`src/rtl/dii_packet_arbiter_pkg.sv`:
```
// Shared DII definitions: flit width, flit channel struct and arbiter FSM states.
package dii_packet_arbiter_pkg;

    localparam int FLIT_W = 16;

    // Arbiter FSM encoding: IDLE = no packet open, LOCKED = packet open from grant_port.
    localparam logic [0:0] ST_IDLE   = 1'b0;
    localparam logic [0:0] ST_LOCKED = 1'b1;

    // One flit travelling on a DII channel.
    typedef struct packed {
        logic [FLIT_W-1:0] data;
        logic              first;
        logic              last;
    } dii_channel;

endpackage

```
`src/rtl/dii_packet_arbiter_if.sv`:
```
// DII arbiter bus: flattened per-port request channels plus the arbitrated output.
// Handshake: a flit moves on a channel in any cycle where its valid and ready are
// both high; a source holds valid and payload stable until that cycle.
interface dii_packet_arbiter_if #(
    parameter int PORTS = 2
);
    import dii_packet_arbiter_pkg::*;

    localparam int IDX_W = $clog2(PORTS);

    logic [PORTS*FLIT_W-1:0] in_flat_data;
    logic [PORTS-1:0]        in_flat_valid;
    logic [PORTS-1:0]        in_flat_first;
    logic [PORTS-1:0]        in_flat_last;
    logic [PORTS-1:0]        in_flat_ready;
    logic [FLIT_W-1:0]       out_data;
    logic                    out_valid;
    logic                    out_first;
    logic                    out_last;
    logic                    out_ready;
    logic [IDX_W-1:0]        grant_port;
    logic                    locked;

    // Requesters and downstream sink side.
    modport master (
        output in_flat_data, in_flat_valid, in_flat_first, in_flat_last, out_ready,
        input  in_flat_ready, out_data, out_valid, out_first, out_last, grant_port, locked
    );

    // Arbiter side.
    modport slave (
        input  in_flat_data, in_flat_valid, in_flat_first, in_flat_last, out_ready,
        output in_flat_ready, out_data, out_valid, out_first, out_last, grant_port, locked
    );

endinterface

```
`src/rtl/dii_packet_arbiter_reg_slice.sv`:
```
// dii_reg_slice: single-entry output register; accepts when empty or draining.
module dii_reg_slice
    import dii_packet_arbiter_pkg::*;
(
    input  logic       clk,
    input  logic       rst,
    input  logic       in_valid,
    output logic       in_ready,
    input  dii_channel in_flit,
    output logic       out_valid,
    input  logic       out_ready,
    output dii_channel out_flit
);

    logic       valid_q, valid_d;
    dii_channel flit_q, flit_d;

    assign in_ready  = ~valid_q | out_ready;
    assign out_valid = valid_q;
    assign out_flit  = flit_q;

    // Load a new flit whenever the slot is free or being emptied this cycle.
    always_comb begin
        valid_d = valid_q;
        flit_d  = flit_q;
        if (in_ready) begin
            valid_d = in_valid;
            if (in_valid) begin
                flit_d = in_flit;
            end
        end
    end

    // Register with asynchronous clear so no stale flit survives reset.
    always_ff @(posedge clk or negedge rst) begin
        if (!rst) begin
            valid_q <= 1'b0;
            flit_q  <= '0;
        end else begin
            valid_q <= valid_d;
            flit_q  <= flit_d;
        end
    end

endmodule

```
`src/rtl/dii_packet_arbiter.sv`:
```
// Packet-locking round-robin arbiter merging PORTS DII channels into one.
module dii_packet_arbiter
    import dii_packet_arbiter_pkg::*;
#(
    parameter  int PORTS = 2,
    localparam int IDX_W = $clog2(PORTS)
) (
    input  logic             clk,
    input  logic             rst,
    dii_packet_arbiter_if.slave bus,
    output logic [0:0]       dbg_state,
    output logic [IDX_W-1:0] dbg_rr_ptr
);

    // First valid port at or after ptr, wrapping; MSB of the result flags a hit.
    function automatic logic [IDX_W:0] rr_search(input logic [PORTS-1:0] valid,
                                                 input logic [IDX_W-1:0] ptr);
        logic             found;
        logic [IDX_W-1:0] idx;
        int               j;
        found = 1'b0;
        idx   = ptr;
        for (int i = 0; i < PORTS; i++) begin
            j = int'(ptr) + i;
            if (j >= PORTS) j = j - PORTS;
            if (!found && valid[j]) begin
                found = 1'b1;
                idx   = IDX_W'(j);
            end
        end
        return {found, idx};
    endfunction

    logic [0:0]       state_q, state_d;
    logic [IDX_W-1:0] grant_q, grant_d;
    logic [IDX_W-1:0] rr_ptr_q, rr_ptr_d;
    logic [IDX_W:0]   search;
    logic [IDX_W-1:0] winner;
    logic             eligible;
    logic             accept;
    logic             xfer;
    logic [PORTS-1:0] ready_vec;
    logic             slice_in_ready;
    dii_channel       win_flit;
    dii_channel       out_flit;

    // Pick the eligible port, steer its flit to the slice and advance FSM/pointer.
    always_comb begin
        search    = rr_search(bus.in_flat_valid, rr_ptr_q);
        state_d   = state_q;
        grant_d   = grant_q;
        rr_ptr_d  = rr_ptr_q;
        ready_vec = '0;
        if (state_q == ST_LOCKED) begin
            winner   = grant_q;
            eligible = 1'b1;
        end else begin
            winner   = search[IDX_W-1:0];
            eligible = search[IDX_W];
        end
        win_flit.data  = bus.in_flat_data[int'(winner)*FLIT_W +: FLIT_W];
        win_flit.first = bus.in_flat_first[winner];
        win_flit.last  = bus.in_flat_last[winner];
        // Ready is forced low while reset is asserted, independent of the clock.
        accept = rst & slice_in_ready;
        xfer   = eligible & bus.in_flat_valid[winner] & accept;
        if (eligible && accept) begin
            ready_vec[winner] = 1'b1;
        end
        if (xfer) begin
            if (win_flit.last) begin
                state_d  = ST_IDLE;
                rr_ptr_d = (winner == IDX_W'(PORTS-1)) ? '0 : winner + 1'b1;
            end else if (state_q == ST_IDLE) begin
                // The first flag is ignored: any non-last flit in IDLE opens a packet.
                state_d = ST_LOCKED;
                grant_d = winner;
            end
        end
    end

    // Arbitration state, cleared asynchronously so the next search starts at port 0.
    always_ff @(posedge clk or negedge rst) begin
        if (!rst) begin
            state_q  <= ST_IDLE;
            grant_q  <= '0;
            rr_ptr_q <= '0;
        end else begin
            state_q  <= state_d;
            grant_q  <= grant_d;
            rr_ptr_q <= rr_ptr_d;
        end
    end

    dii_reg_slice u_slice (
        .clk       (clk),
        .rst       (rst),
        .in_valid  (xfer),
        .in_ready  (slice_in_ready),
        .in_flit   (win_flit),
        .out_valid (bus.out_valid),
        .out_ready (bus.out_ready),
        .out_flit  (out_flit)
    );

    assign bus.in_flat_ready = ready_vec;
    assign bus.out_data      = out_flit.data;
    assign bus.out_first     = out_flit.first;
    assign bus.out_last      = out_flit.last;
    assign bus.grant_port    = grant_q;
    assign bus.locked        = (state_q == ST_LOCKED);
    assign dbg_state         = state_q;
    assign dbg_rr_ptr        = rr_ptr_q;

endmodule

```
`src/flat_wrapper.sv`:
```
// flat-port wrapper written by rule: the top's interface ports become plain ports
module dii_packet_arbiter_flat import dii_packet_arbiter_pkg::*;
#(
    parameter  int PORTS = 2,
    localparam int IDX_W = $clog2(PORTS)
)
  (clk, rst, dbg_state, dbg_rr_ptr, bus_in_flat_data, bus_in_flat_valid, bus_in_flat_first, bus_in_flat_last, bus_out_ready, bus_in_flat_ready, bus_out_data, bus_out_valid, bus_out_first, bus_out_last, bus_grant_port, bus_locked);
  dii_packet_arbiter_if #(.PORTS(PORTS)) bus_i ();
  input  logic clk;
  input  logic rst;
  output logic [0:0] dbg_state;
  output logic [IDX_W-1:0] dbg_rr_ptr;
  input wire logic [$bits(bus_i.in_flat_data)-1:0] bus_in_flat_data;
  input wire logic [$bits(bus_i.in_flat_valid)-1:0] bus_in_flat_valid;
  input wire logic [$bits(bus_i.in_flat_first)-1:0] bus_in_flat_first;
  input wire logic [$bits(bus_i.in_flat_last)-1:0] bus_in_flat_last;
  input wire logic [$bits(bus_i.out_ready)-1:0] bus_out_ready;
  output wire logic [$bits(bus_i.in_flat_ready)-1:0] bus_in_flat_ready;
  output wire logic [$bits(bus_i.out_data)-1:0] bus_out_data;
  output wire logic [$bits(bus_i.out_valid)-1:0] bus_out_valid;
  output wire logic [$bits(bus_i.out_first)-1:0] bus_out_first;
  output wire logic [$bits(bus_i.out_last)-1:0] bus_out_last;
  output wire logic [$bits(bus_i.grant_port)-1:0] bus_grant_port;
  output wire logic [$bits(bus_i.locked)-1:0] bus_locked;
  assign bus_i.in_flat_data = bus_in_flat_data;
  assign bus_i.in_flat_valid = bus_in_flat_valid;
  assign bus_i.in_flat_first = bus_in_flat_first;
  assign bus_i.in_flat_last = bus_in_flat_last;
  assign bus_i.out_ready = bus_out_ready;
  assign bus_in_flat_ready = bus_i.in_flat_ready;
  assign bus_out_data = bus_i.out_data;
  assign bus_out_valid = bus_i.out_valid;
  assign bus_out_first = bus_i.out_first;
  assign bus_out_last = bus_i.out_last;
  assign bus_grant_port = bus_i.grant_port;
  assign bus_locked = bus_i.locked;
  dii_packet_arbiter #(.PORTS(PORTS)) u_core (.clk(clk), .rst(rst), .bus(bus_i), .dbg_state(dbg_state), .dbg_rr_ptr(dbg_rr_ptr));
endmodule
```
`config.mk`:
```
export PLATFORM = sky130hd
export DESIGN_NAME = dii_packet_arbiter_flat
export DESIGN_NICKNAME = d
export VERILOG_FILES = /design/src/rtl/dii_packet_arbiter_pkg.sv /design/src/rtl/dii_packet_arbiter_if.sv /design/src/rtl/dii_packet_arbiter_reg_slice.sv /design/src/rtl/dii_packet_arbiter.sv /design/src/flat_wrapper.sv
export SDC_FILE = /design/constraint.sdc
export NUM_CORES = 1
export LEC_CHECK = 0
export ABC_AREA = 1
export ABC_CLOCK_PERIOD_IN_PS = 1730
export BUFFER_PORTS_ARGS = -buffer_cell sky130_fd_sc_hd__buf_2
export CORE_MARGIN = 5
export CORE_UTILIZATION = 44
export DETAILED_ROUTE_END_ITERATION = 10
export GPL_ROUTABILITY_DRIVEN = 0
export HOLD_SLACK_MARGIN = 0.15
export PLACE_DENSITY = 0.79
export SLEW_MARGIN = 20
export SYNTH_ARGS = -nofsm -noshare
export SYNTH_HDL_FRONTEND = slang
export SYNTH_SLANG_ARGS = --single-unit
export TNS_END_PERCENT = 50
```
`constraint.sdc`:
```
create_clock -name clk -period 1.73 [get_ports clk]
set_input_delay 0.346 -clock clk [delete_from_list [all_inputs] [get_ports clk]]
set_output_delay 0.346 -clock clk [all_outputs]
set_load 0.03 [all_outputs]
```
== Word level (Yosys, flattened, before mapping) ==
Index checks and enable logic that the tools add are counted.
W data, S select, Z words.

* Add/sub/neg operators: 4
* $lt $le $gt $ge: 6
* Shifts and indexed selects: 1
* Mux-type cells: 25
* Bitwise operators: 7
* Reduce and logical (&&, ||, !) cells: 7

{| class="wikitable"
|+ Operator list
! cell !! number
|-
| $lt A32 B3 Y1 const B || 2
|-
| $mux W32 || 2
|-
| $ge A32 B3 Y1 const B || 1
|-
| $shiftx A32 B6 Y16 || 1
|-
| $sub A32 B3 Y32 const B || 1
|-
| $mux W1 || 21
|-
| $reduce_and A2 Y1 || 2
|-
| $and A1 B1 Y1 || 3
|-
| $logic_and A1 B1 Y1 || 3
|-
| $not A1 Y1 || 3
|-
| $reduce_and A3 Y1 || 1
|-
| $sub A1 B2 Y3 const B || 1
|-
| $add A1 B1 Y2 const B || 1
|-
| $ge A1 B2 Y1 const B || 1
|-
| $lt A1 B2 Y1 const B || 1
|-
| $mux W2 || 1
|-
| $add A1 B1 Y1 const B || 1
|-
| $demux W1 S1 || 1
|-
| $ge A1 B1 Y1 const B || 1
|-
| $logic_not A1 Y1 || 1
|-
| $or A1 B1 Y1 || 1
|}

* Flip-flop bits (word level): 22
* Output and inout bits: 25

== Logic depth before layout (Yosys ltp) ==
Gate-level depths: netlist of run 1.

* Word-level depth: 15
* Depth in mapped cells: 11

== Hierarchy ==
Synthesis of run 1 repeated with hierarchy kept, for this count alone.

* Cells, all modules: 174
* Area total of the unflattened synthesis: 1291.2 um^2

{| class="wikitable"
|+ Modules (own cells, without submodules)
! module !! instances !! cells an instance !! area each (um^2) !! seq. area each (um^2)
|-
| dii_reg_slice || 1 || 82 || 812.0 || 475.5
|-
| dii_packet_arbiter || 1 || 92 || 479.2 || 75.1
|}

== Worst setup path before layout of run 1 ==
OpenSTA, ideal clock, no wires.

* Path type: register to output
* From: register u_core.rr_ptr_q (netlist: u_core.dbg_rr_ptr)
* To: output port bus_in_flat_ready[0]
* Arrival: 1563 ps
* Data required time: 1384 ps
* Slack: -179 ps
* Stages on the path, launching flop included: 8
* Cells stage by stage: dfrtp_1 -> nor2_1 -> nor2_1 -> nand2_2 -> nand2_4 -> buf_8 -> buf_12 -> nor2_1

* Cells in the longest elaborated chain, start to end: 15
* Elaborated cells between the ends (all ways): 28
* Those cells by class: add/sub (3); order compare (4); mux (17); reduce/logical (4)

{| class="wikitable"
|+ Ends and longest elaborated chain
! what !! line !! source
|-
| start, declared || dii_packet_arbiter.sv:36 || <nowiki>logic [IDX_W-1:0] rr_ptr_q, rr_ptr_d;</nowiki>
|-
| start signal, assigned || dii_packet_arbiter.sv:91 || <nowiki>rr_ptr_q <= rr_ptr_d;</nowiki>
|-
| branches (longest 14 deep; another with $sub A32 B3 Y32) || -- ||
|-
| $mux W2 * || dii_packet_arbiter.sv:67 || <nowiki>if (eligible && accept) begin</nowiki>
|-
| end, declared || flat_wrapper.sv:18 || <nowiki>output wire logic [$bits(bus_i.in_flat_ready)-1:0] bus_in_flat_ready;</nowiki>
|}

Mark *: on every way between the ends. The select of a mux whose other input is x is not followed.

== Final worst setup path of run 1 ==
* From: register u_core.u_slice.valid_q (netlist: u_core.u_slice.out_valid)
* To: output port bus_in_flat_ready[1]

* Cells in the longest elaborated chain, start to end: 5

{| class="wikitable"
|+ Ends and longest elaborated chain
! what !! line !! source
|-
| start, declared || dii_packet_arbiter_reg_slice.sv:15 || <nowiki>logic valid_q, valid_d;</nowiki>
|-
| start signal, assigned || dii_packet_arbiter_reg_slice.sv:40 || <nowiki>valid_q <= valid_d;</nowiki>
|-
| $not A1 Y1 || dii_packet_arbiter_reg_slice.sv:18 || <nowiki>assign in_ready = ~valid_q | out_ready;</nowiki>
|-
| $or A1 B1 Y1 || dii_packet_arbiter_reg_slice.sv:18 ||
|-
| $and A1 B1 Y1 || dii_packet_arbiter.sv:65 || <nowiki>accept = rst & slice_in_ready;</nowiki>
|-
| $logic_and A1 B1 Y1 || dii_packet_arbiter.sv:67 ||
|-
| $mux W2 || dii_packet_arbiter.sv:67 ||
|}

No other way between the ends.

==> run summary, run 1 <==
Run status
- complete, no violations — result of the run

STA
- 1.674 ns — minimum period implied by the final worst setup slack
- 0 — hold violation count in the final report
- 0 — Final Max Tran Viols
- 0 — final count of negative-setup-slack endpoints
- 96.79% — final cycle utilization of the critical path
- yes — setup repair after global routing missed its margin
- 0.01065 ns — Fin Clk Skew
- 597.2 MHz — maximum clock rate
- 0.3231 ns — Slew @ Worst Pin
- 78.43% — tightest slew margin relative to the limit
- 0 ns — setup TNS

Global route
- 1139 — number of global-route vias before repair
- 15.99% — All-Layer GR Usage
- 5.147 mm — global-route wire length before repair
- 23 — largest net degree at the start of global routing
- 0 — Overflow after GRT
- 0 — antenna violations before repair

Min path
- in2reg — Hold WC Path Type
- 2 — worst hold path stage count

Place
- 2.309 mm — final HPWL from detailed placement
- 65 — count of buffers inserted at the top-level ports
- 264 — total instance count after detailed placement

Floorplan
- 2734 um^2 — CORE AREA
- 45.22% — effective utilization at floorplan
- 3970 um^2 — die outline area
- 66 — I/O pin total
- 63.01 um — vertical die dimension
- 19 — Cell Rows
- 63.01 um — floorplan die width

Critical path
- sky130_fd_sc_hd__dfrtp_1 — Worst path slowest cell
- 2 — Worst Path Max Fanout
- 1.38 ns — required time worst endpoint
- output pin — category of the worst setup path capture point
- reg2out — path type of the worst setup path
- inv_2 > o21a_1 > o31ai_4 > nor2_4 > buf_6 — cells along the critical path
- 0.41 ns — delay contributed by the slowest stage of the critical path
- 11 — worst-case reg-to-reg path depth
- 0.14 ns — worst reg2reg setup slack
- 1.33 ns — data arrival time of the worst path
- flop — critical path startpoint category

Power
- 1.036 nW — Leak Pwr
- 1819 nW/um^2 — power per cell area
- 3.056 mW — Final Power
- 1.179 mV — peak supply drop

Yosys
- 0 — number of flops mapped to enable cells by yosys
- 7.272 um^2 — average footprint of a synthesized cell
- 170 — count of mapped cells out of synthesis
- 0 — total of warnings raised by yosys
- 18 — synth unique cells
- 100.0% — FFs w/ async S/R, synth
- 44.53% — share of the yosys chip area belonging to registers
- 211 — total nets after synthesis
- sky130_fd_sc_hd__dfrtp_1 — most frequently used flop master after synthesis
- 1236 um^2 — Post-Syn Area
- 22 — number of synthesized register bits

Clocking
- done — CTS tree
- 0.12 ns — clock edge transition at the registers on the reported setup and hold paths
- 3 — cts bufs inserted
- sky130_fd_sc_hd__clkbuf_4 — root buffer cell
- 22 — TritonCTS Sinks
- 0.30 ns — clock latency at the later pin of the worst-skew pair
- 2 — buffer levels on the longest clock path
- 1 — H-tree level count

Layout
- 273 — Final Instance Count excl. Fillers
- 61.46% — core utilization of the finished layout
- 254 — number of inserted filler cells in the final layout
- 551.8 um^2 — combined flip-flop and latch cell area
- 42.56% — proportion of layout cells with a drive suffix above 1
- 285 — final net count
- 35.93% — area added between synthesis and finish
- 611.8 um^2 — area of the multi-input gates
- 0 — Inserted Diodes
- sky130_fd_sc_hd__nand2_1 — leading cell type in the layout, fill and taps excluded
- 107 x sky130_fd_sc_hd__nand2_1, 63 x sky130_fd_sc_hd__buf_2, 21 x sky130_fd_sc_hd__dfrtp_1 — most used cells in the layout excluding fill and tap cells

Drt
- 4.542 — average vias per placed instance
- 52 — initial DRC count
- 4 — drt pass-1 iters
- 11.58 um — DR WL/cell
- 0 — antenna violation net count after detailed routing
- 3.161 mm — drt total wl
- 1240 — DR vias
- 0 — residual DRC count

Flow run
- 0 — max capacitance violation total

## power by group
part,total [mW],switching (mW),internal [mW],leakage (nW)
clock network,0.221,0.140,0.0810,0.0138
logic,1.93,1.31,0.624,0.748
registers,0.906,0.154,0.752,0.274
## cell usage after synthesis, types with 2 or more instances
| master | count | area share (%) |
|---|---|---|
| sky130_fd_sc_hd__buf_4 | 4 | 2.4 |
| sky130_fd_sc_hd__dfrtp_1 | 22 | 45 |
| sky130_fd_sc_hd__nor2_1 | 6 | 1.8 |
| sky130_fd_sc_hd__nand2_1 | 108 | 33 |
| sky130_fd_sc_hd__nand2_2 | 10 | 5.1 |
| sky130_fd_sc_hd__inv_2 | 2 | 0.61 |
| sky130_fd_sc_hd__nand2_4 | 2 | 1.8 |
| sky130_fd_sc_hd__nand3_1 | 2 | 0.81 |
| sky130_fd_sc_hd__inv_1 | 4 | 1.2 |
| sky130_fd_sc_hd__buf_6 | 2 | 1.8 |
## flip-flops by register name, summed over array words and instances, names as in the netlist
name	count
u_core.u_slice.out_flit	18
u_core.bus.grant_port	1
u_core.bus.locked	1
u_core.dbg_rr_ptr	1
u_core.u_slice.out_valid	1
## layer usage
layer / GRT usage, % / share of wire, % / vias up / wire (um)
met5: 0 / 0 / - / 0
met4: 3.183 / 0.85 / 0 / 27
met3: 4.317 / 4.4 / 2 / 139
met2: 27.82 / 52 / 27 / 1629
met1: 19.64 / 43 / 560 / 1364
li1: - / - / 651 / -
## per-stage QoR
step | hold WS, ns | worst slack, ns | cell area [um^2]
3_3_place_gp | 0.3627 | 0.2370 | 1568
2_1_floorplan | 0.05041 | -0.03516 | 1246
4_1_cts | 0.2186 | 0.001161 | 1650
6_report | 0.2353 | 0.05552 | 1680
3_5_place_dp | 0.3783 | 0.1772 | 1568
5_1_grt | 0.2394 | -0.01544 | 1680
## kinds of logic after synthesis
logic type,count (synthesis),share of synthesized area [%]
and+or+nand+nor,130,44.53
AOI/OAI and AO/OA,4,2.024
DFF,22,44.53
buffers and inverters,14,8.906
## cell type report
cell class | count | share of cell area (%)
inverter | 6 | 1.489
sequential | 22 | 32.84
timing repair buffer | 77 | 25.61
clock buffer | 3 | 1.340
multi-input combinational | 134 | 36.41
tap | 31 | 2.308
## worst paths after layout
kind | end | from
max reg2reg | u_core.bus.grant_port | u_core.dbg_rr_ptr
max in group asynchronous | u_core.bus.locked | rst
min | u_core.u_slice.out_valid | bus_out_ready
min in group asynchronous | u_core.u_slice.out_flit[3] | rst
max | bus_in_flat_ready[1] | u_core.u_slice.out_valid
min reg2reg | u_core.u_slice.out_flit[1] | u_core.u_slice.out_flit[1]
## repair_timing
action                                 4_1_cts  5_1_grt
gates resized for setup                      5        8
endpoints found under the hold margin       22        0
setup endpoints to repair                    2        4
setup buffers                                5        1
hold buffers                                 1        0
pin swaps                                    5        5
## worst max-delay path, delay by kind of cell, from the launching register on
family | cells | cell delay, ns
compound gates | 2 | 0.30
flops | 1 | 0.41
simple gates | 1 | 0.12
buf+inv | 2 | 0.19
(Power assumes the default switching activity.)
==> run 2, diff against run 1 <==
--- a/config.mk
+++ b/config.mk
@@ -8,13 +8,14 @@
 export ABC_AREA = 1
 export ABC_CLOCK_PERIOD_IN_PS = 1730
 export BUFFER_PORTS_ARGS = -buffer_cell sky130_fd_sc_hd__buf_2
+export CORE_ASPECT_RATIO = 1.4
 export CORE_MARGIN = 5
 export CORE_UTILIZATION = 44
 export DETAILED_ROUTE_END_ITERATION = 10
 export GPL_ROUTABILITY_DRIVEN = 0
 export HOLD_SLACK_MARGIN = 0.15
+export MAX_ROUTING_LAYER = met4
 export PLACE_DENSITY = 0.79
-export SLEW_MARGIN = 20
 export SYNTH_ARGS = -nofsm -noshare
 export SYNTH_HDL_FRONTEND = slang
 export SYNTH_SLANG_ARGS = --single-unit
==> run 2 against run 1 <==
  * Maximum frequency is 4.1% lower
  * Sequential share of layout area is 1.3 points lower
  * Count of clock-buffer cells in the layout is 1 higher
  * The flow now finishes with violations (setup timing)
  * Power is 6.0% higher
  * Non-clock buffer count increased by 3
  * Critical path depth increased by 1
  * Final area is 4.2% higher
  * Clock power up 31%
  * Die area grew 0.37%
  * Sequential power is 0.4% lower
  * Critical path type unchanged
  * Critical endpoint unchanged
  * Global-route usage up 2.4 points
  * Largest power group unchanged
==> run summary, run 2 (synthesis gave the netlist of run 1 again) <==
Drt
- 0 — antenna violation net count after detailed routing
- 4.528 — average vias per placed instance
- 0 — residual DRC count
- 12.10 um — DR WL/cell
- 3.412 mm — drt total wl
- 4 — drt pass-1 iters
- 1277 — DR vias
- 21 — initial DRC count

STA
- 0.005834 ns — Fin Clk Skew
- 1.747 ns — minimum period implied by the final worst setup slack
- 0 — Final Max Tran Viols
- -0.01690 ns — final worst-path setup slack
- 0 — hold violation count in the final report
- 1 — final count of negative-setup-slack endpoints
- 101.0% — final cycle utilization of the critical path
- 79.05% — tightest slew margin relative to the limit
- -0.01690 ns — setup TNS
- yes — setup repair after global routing missed its margin
- 0.3143 ns — Slew @ Worst Pin
- 572.4 MHz — maximum clock rate

Run status
- setup timing — violated checks
- complete, but fails checks — result of the run

Place
- 268 — total instance count after detailed placement
- 0.08178 ns — pre-CTS setup slack
- 2.371 mm — final HPWL from detailed placement
- 65 — count of buffers inserted at the top-level ports

Floorplan
- 66 — I/O pin total
- 54.80 um — floorplan die width
- 22 — Cell Rows
- 3984 um^2 — die outline area
- 46.30% — effective utilization at floorplan
- 2670 um^2 — CORE AREA
- 72.72 um — vertical die dimension

Clocking
- 3 — cts bufs inserted
- 22 — TritonCTS Sinks
- 1 — H-tree level count
- 0.31 ns — clock latency at the later pin of the worst-skew pair
- 0.13 ns — clock edge transition at the registers on the reported setup and hold paths
- 2 — buffer levels on the longest clock path
- sky130_fd_sc_hd__clkbuf_4 — root buffer cell
- done — CTS tree

Critical path
- 0.10 ns — worst reg2reg setup slack
- 0.49 ns — delay contributed by the slowest stage of the critical path
- 1.40 ns — data arrival time of the worst path
- flop — critical path startpoint category
- 1.38 ns — required time worst endpoint
- output pin — category of the worst setup path capture point
- u_core.dbg_rr_ptr — Critical R2R Capture
- 11 — worst-case reg-to-reg path depth
- sky130_fd_sc_hd__dfrtp_2 — Worst path slowest cell
- nor2_4 > nand2_4 > nand2_8 > inv_6 > nor2_4 > buf_6 — cells along the critical path
- u_core.dbg_rr_ptr — Worst R2R Start
- sky130_fd_sc_hd__nor2_4 — most prevalent standard cell on the critical path
- 5 — Worst Path Max Fanout
- reg2out — path type of the worst setup path

Global route
- 30.79% — met2 Track Usage GR
- 1269 — number of global-route vias before repair
- 18.40% — All-Layer GR Usage
- met2 — Most Crowded Layer GR
- 0 — antenna violations before repair
- 21.01% — global routing met1 resource utilization
- 23 — largest net degree at the start of global routing
- 0 — Overflow after GRT
- 3.272% — met3 Usage GRT
- 5.347 mm — global-route wire length before repair

Power
- 1850 nW/um^2 — power per cell area
- 1.066 nW — Leak Pwr
- 3.239 mW — Final Power
- 1.173 mV — peak supply drop

Layout
- 18 — number of flip-flops in the largest register
- sky130_fd_sc_hd__nand2_1 — leading cell type in the layout, fill and taps excluded
- 43.50% — proportion of layout cells with a drive suffix above 1
- 551.8 um^2 — combined flip-flop and latch cell area
- 41.60% — area added between synthesis and finish
- 0 — Inserted Diodes
- 246 — number of inserted filler cells in the final layout
- 282 — Final Instance Count excl. Fillers
- 288 — final net count
- 630.6 um^2 — area of the multi-input gates
- 65.56% — core utilization of the finished layout
- 107 x sky130_fd_sc_hd__nand2_1, 63 x sky130_fd_sc_hd__buf_2, 21 x sky130_fd_sc_hd__dfrtp_1 — most used cells in the layout excluding fill and tap cells

Min path
- 2 — worst hold path stage count
- bus_out_ready — Min-Delay Startpoint
- u_core.u_slice.out_valid — Worst Hold Endpoint
- in2reg — Hold WC Path Type

Flow run
- 0 — max capacitance violation total

-- run 2: cell count changes in the layout (fill, tap and decap cells not counted), sizes merged --
cell	change
buf	+3
clkbuf	+1
-- run 2: worst max-delay path by stage --
stage | start | to | slack [ns] | cells after the start
finish | u_core.bus.locked | bus_in_flat_ready[1] | -0.02 | 6
CTS | u_core.u_slice.out_valid | bus_in_flat_ready[0] | -0.001 | 6
floorplan | u_core.bus.locked | bus_in_flat_ready[1] | -0.04 | 5
global placement | bus_in_flat_valid[1] | u_core.bus.grant_port | 0.15 | 11
detailed placement | bus_in_flat_valid[1] | u_core.dbg_rr_ptr | 0.08 | 11
global route | u_core.bus.locked | bus_in_flat_ready[1] | -0.07 | 6
-- run 2: metrics by stage --
stage          hold WS, ns  cell area (um^2)
6_report            0.2392              1750
5_1_grt             0.2458              1750
3_5_place_dp        0.3596              1567
3_3_place_gp        0.3658              1567
2_1_floorplan      0.05041              1246
4_1_cts             0.2097              1695
-- run 2: final cells by class --
class,count,share of cell area [%]
clock buffer,4,2.073
multi-input combinational,134,36.03
timing repair buffer,80,26.09
tap,36,2.573
sequential,22,31.52
inverter,6,1.716
-- run 2: per-layer routing --
| metal | part of all wire [%] | vias up |
|---|---|---|
| met5 | 0 | - |
| met3 | 8.1 | 4 |
| met2 | 53 | 47 |
| met4 | 1.0 | 0 |
| met1 | 38 | 566 |
| li1 | - | 660 |
-- run 2: power breakdown --
group	total, mW	switching, mW	internal, mW
registers	0.902	0.151	0.751
logic	2.05	1.36	0.692
clock network	0.289	0.160	0.129
-- run 2: worst max-delay path, delay by kind of cell, from the launching register on --
kind / cells / cell delay, ns
buf+inv: 2 / 0.17
flops: 1 / 0.49
simple gates: 4 / 0.42
-- run 2: what timing repair did --
action | CTS | global route
endpoints found under the hold margin | 22 | 0
hold buffers | 1 | 0
gates resized for setup | 8 | 12
buffers inserted | 7 | 3
endpoints found under the setup margin | 2 | 23
pin swaps | 4 | 7
==> run 3, diff against run 2 <==
--- a/config.mk
+++ b/config.mk
@@ -8,7 +8,8 @@
 export ABC_AREA = 1
 export ABC_CLOCK_PERIOD_IN_PS = 1730
 export BUFFER_PORTS_ARGS = -buffer_cell sky130_fd_sc_hd__buf_2
-export CORE_ASPECT_RATIO = 1.4
+export CAP_MARGIN = 20
+export CORE_ASPECT_RATIO = 0.5
 export CORE_MARGIN = 5
 export CORE_UTILIZATION = 44
 export DETAILED_ROUTE_END_ITERATION = 10
==> run 3 against run 2 <==
  * The run still ends with setup timing left
  * Sequential share of layout area rose by 1.3 points
  * Register-to-register slack barely moved
  * Power fell by 3.2%
  * Final area fell by 4.1%
  * Hold slack improved by 0.046 ns
  * Non-clock buffer count fell by 4
  * Count of clock-buffer cells in the layout did not move
  * Sequential power fell by 0.8%
  * Critical path depth rose by 1
==> run summary, run 3 (synthesis gave the netlist of run 1 again) <==
Critical path
- output pin — category of the worst setup path capture point
- 1.38 ns — required time worst endpoint
- 0.10 ns — worst reg2reg setup slack
- 5 — Worst Path Max Fanout
- 1.42 ns — data arrival time of the worst path
- u_core.dbg_rr_ptr — Worst R2R Start
- bus_in_flat_ready[1] — Critical path destination
- 10 — worst-case reg-to-reg path depth
- u_core.bus.grant_port — Critical R2R Capture
- flop — critical path startpoint category
- reg2out — path type of the worst setup path
- u_core.dbg_rr_ptr — CP Launch Point

Power
- 1.043 nW — Leak Pwr
- 3.136 mW — Final Power
- 0.7207 mV — peak supply drop
- 1868 nW/um^2 — power per cell area

Drt
- 1282 — DR vias
- 274 um — DR WL met3
- met4 — highest signal layer in the routed design
- 11.67 um — DR WL/cell
- 3.256 mm — drt total wl
- 1.342 mm — wire length on met1
- 0 — antenna violation net count after detailed routing
- 1.595 mm — met2 routed WL
- 4.595 — average vias per placed instance
- 4 — drt pass-1 iters
- 0 — residual DRC count
- 34 — initial DRC count

STA
- 102.1% — final cycle utilization of the critical path
- 0.003000 ns — Fin Clk Skew
- 78.10% — tightest slew margin relative to the limit
- 1.766 ns — minimum period implied by the final worst setup slack
- yes — setup repair after global routing missed its margin
- 566.2 MHz — maximum clock rate
- -0.03604 ns — setup TNS
- 1 — final count of negative-setup-slack endpoints
- 0.3280 ns — Slew @ Worst Pin
- 0.2851 ns — worst-case hold slack
- -0.03604 ns — final worst-path setup slack
- 0 — Final Max Tran Viols
- 0 — hold violation count in the final report

Flow run
- 0 — max capacitance violation total

Global route
- 16.14% — All-Layer GR Usage
- 0 — Overflow after GRT
- 1169 — number of global-route vias before repair
- 0 — antenna violations before repair
- 23 — largest net degree at the start of global routing
- 4.933 mm — global-route wire length before repair

Clocking
- 22 — TritonCTS Sinks
- 2 — buffer levels on the longest clock path
- done — CTS tree
- 1 — H-tree level count
- 3 — cts bufs inserted
- 0.26 ns — clock latency at the later pin of the worst-skew pair
- sky130_fd_sc_hd__clkbuf_8 — root buffer cell
- 0.07 ns — clock edge transition at the registers on the reported setup and hold paths

Layout
- 63.72% — core utilization of the finished layout
- 284 — final net count
- 18 — number of flip-flops in the largest register
- 35.83% — area added between synthesis and finish
- 40.50% — proportion of layout cells with a drive suffix above 1
- sky130_fd_sc_hd__nand2_1 — leading cell type in the layout, fill and taps excluded
- 108 x sky130_fd_sc_hd__nand2_1, 63 x sky130_fd_sc_hd__buf_2, 22 x sky130_fd_sc_hd__dfrtp_1 — most used cells in the layout excluding fill and tap cells
- 0 — Inserted Diodes
- 1679 um^2 — cell area after layout
- 279 — Final Instance Count excl. Fillers

Floorplan
- 66 — I/O pin total
- 47.48 um — vertical die dimension
- 84.96 um — floorplan die width
- 2635 um^2 — CORE AREA
- 13 — Cell Rows
- 4034 um^2 — die outline area
- 46.91% — effective utilization at floorplan

Place
- 0.1057 ns — pre-CTS setup slack
- 1568 um^2 — placed instance area
- 65 — count of buffers inserted at the top-level ports
- 2.379 mm — final HPWL from detailed placement
- 269 — total instance count after detailed placement

Run status
- complete, but fails checks — result of the run
- setup timing — violated checks

Min path
- 2 — worst hold path stage count
- in2reg — Hold WC Path Type

run 3: changes by cell type in the layout (fill, tap and decap cells not counted), moves of 2 or more:
cell / previous run / this run
sky130_fd_sc_hd__nor2_4: 3 / 1
sky130_fd_sc_hd__clkbuf_8: 1 / 4
sky130_fd_sc_hd__buf_6: 3 / 1
sky130_fd_sc_hd__nor2_1: 2 / 4
sky130_fd_sc_hd__buf_4: 13 / 11
sky130_fd_sc_hd__clkbuf_4: 3 / 0
sky130_fd_sc_hd__inv_2: 1 / 3
run 3: area by class of cell:
type / instances / area, um^2
fillers: 259 / 955.9
multi-input cells: 134 / 585.6
flip-flops and latches: 22 / 550.5
repair buffers: 76 / 419.2
clock buffers: 4 / 55.05
well taps: 37 / 46.29
inverters: 6 / 22.52
run 3: power by group:
| group | switching, mW | total (mW) | internal (mW) |
|---|---|---|---|
| combinational | 1.29 | 1.88 | 0.592 |
| sequential | 0.143 | 0.895 | 0.751 |
| clock | 0.154 | 0.357 | 0.203 |
run 3: layer usage:
metal	global-route usage [%]	up-vias
met1	18.68	570
met2	29.01	56
li1	-	650
met4	4.101	0
met5	-	-
met3	4.296	6
run 3: critical path, cell delays in order (launching register included):
cell and delay [ns]:
sky130_fd_sc_hd__dfrtp_1 0.41, sky130_fd_sc_hd__nor2_1 0.06, sky130_fd_sc_hd__nor2_1 0.16, sky130_fd_sc_hd__nand2_2 0.12
sky130_fd_sc_hd__nand2_4 0.14, sky130_fd_sc_hd__inv_2 0.05, sky130_fd_sc_hd__nor2_2 0.09, sky130_fd_sc_hd__buf_6 0.14
run 3: worst min-delay path by stage:
stage                                             to  slack, ns           from
final                       u_core.u_slice.out_valid       0.29  bus_out_ready
after global routing        u_core.u_slice.out_valid       0.27  bus_out_ready
after CTS                   u_core.u_slice.out_valid       0.28  bus_out_ready
after detailed placement  u_core.u_slice.out_flit[0]       0.37            rst
after global placement    u_core.u_slice.out_flit[0]       0.37            rst
after floorplan                u_core.bus.grant_port       0.05            rst
run 3: what timing repair did:
action | in CTS | in global routing
setup buffers | 2 | 3
gates resized for setup | 2 | 2
setup endpoints to repair | 2 | 3
hold endpoints to repair | 22 | 0
hold buffers | 1 | 0
pin swaps | 0 | 6
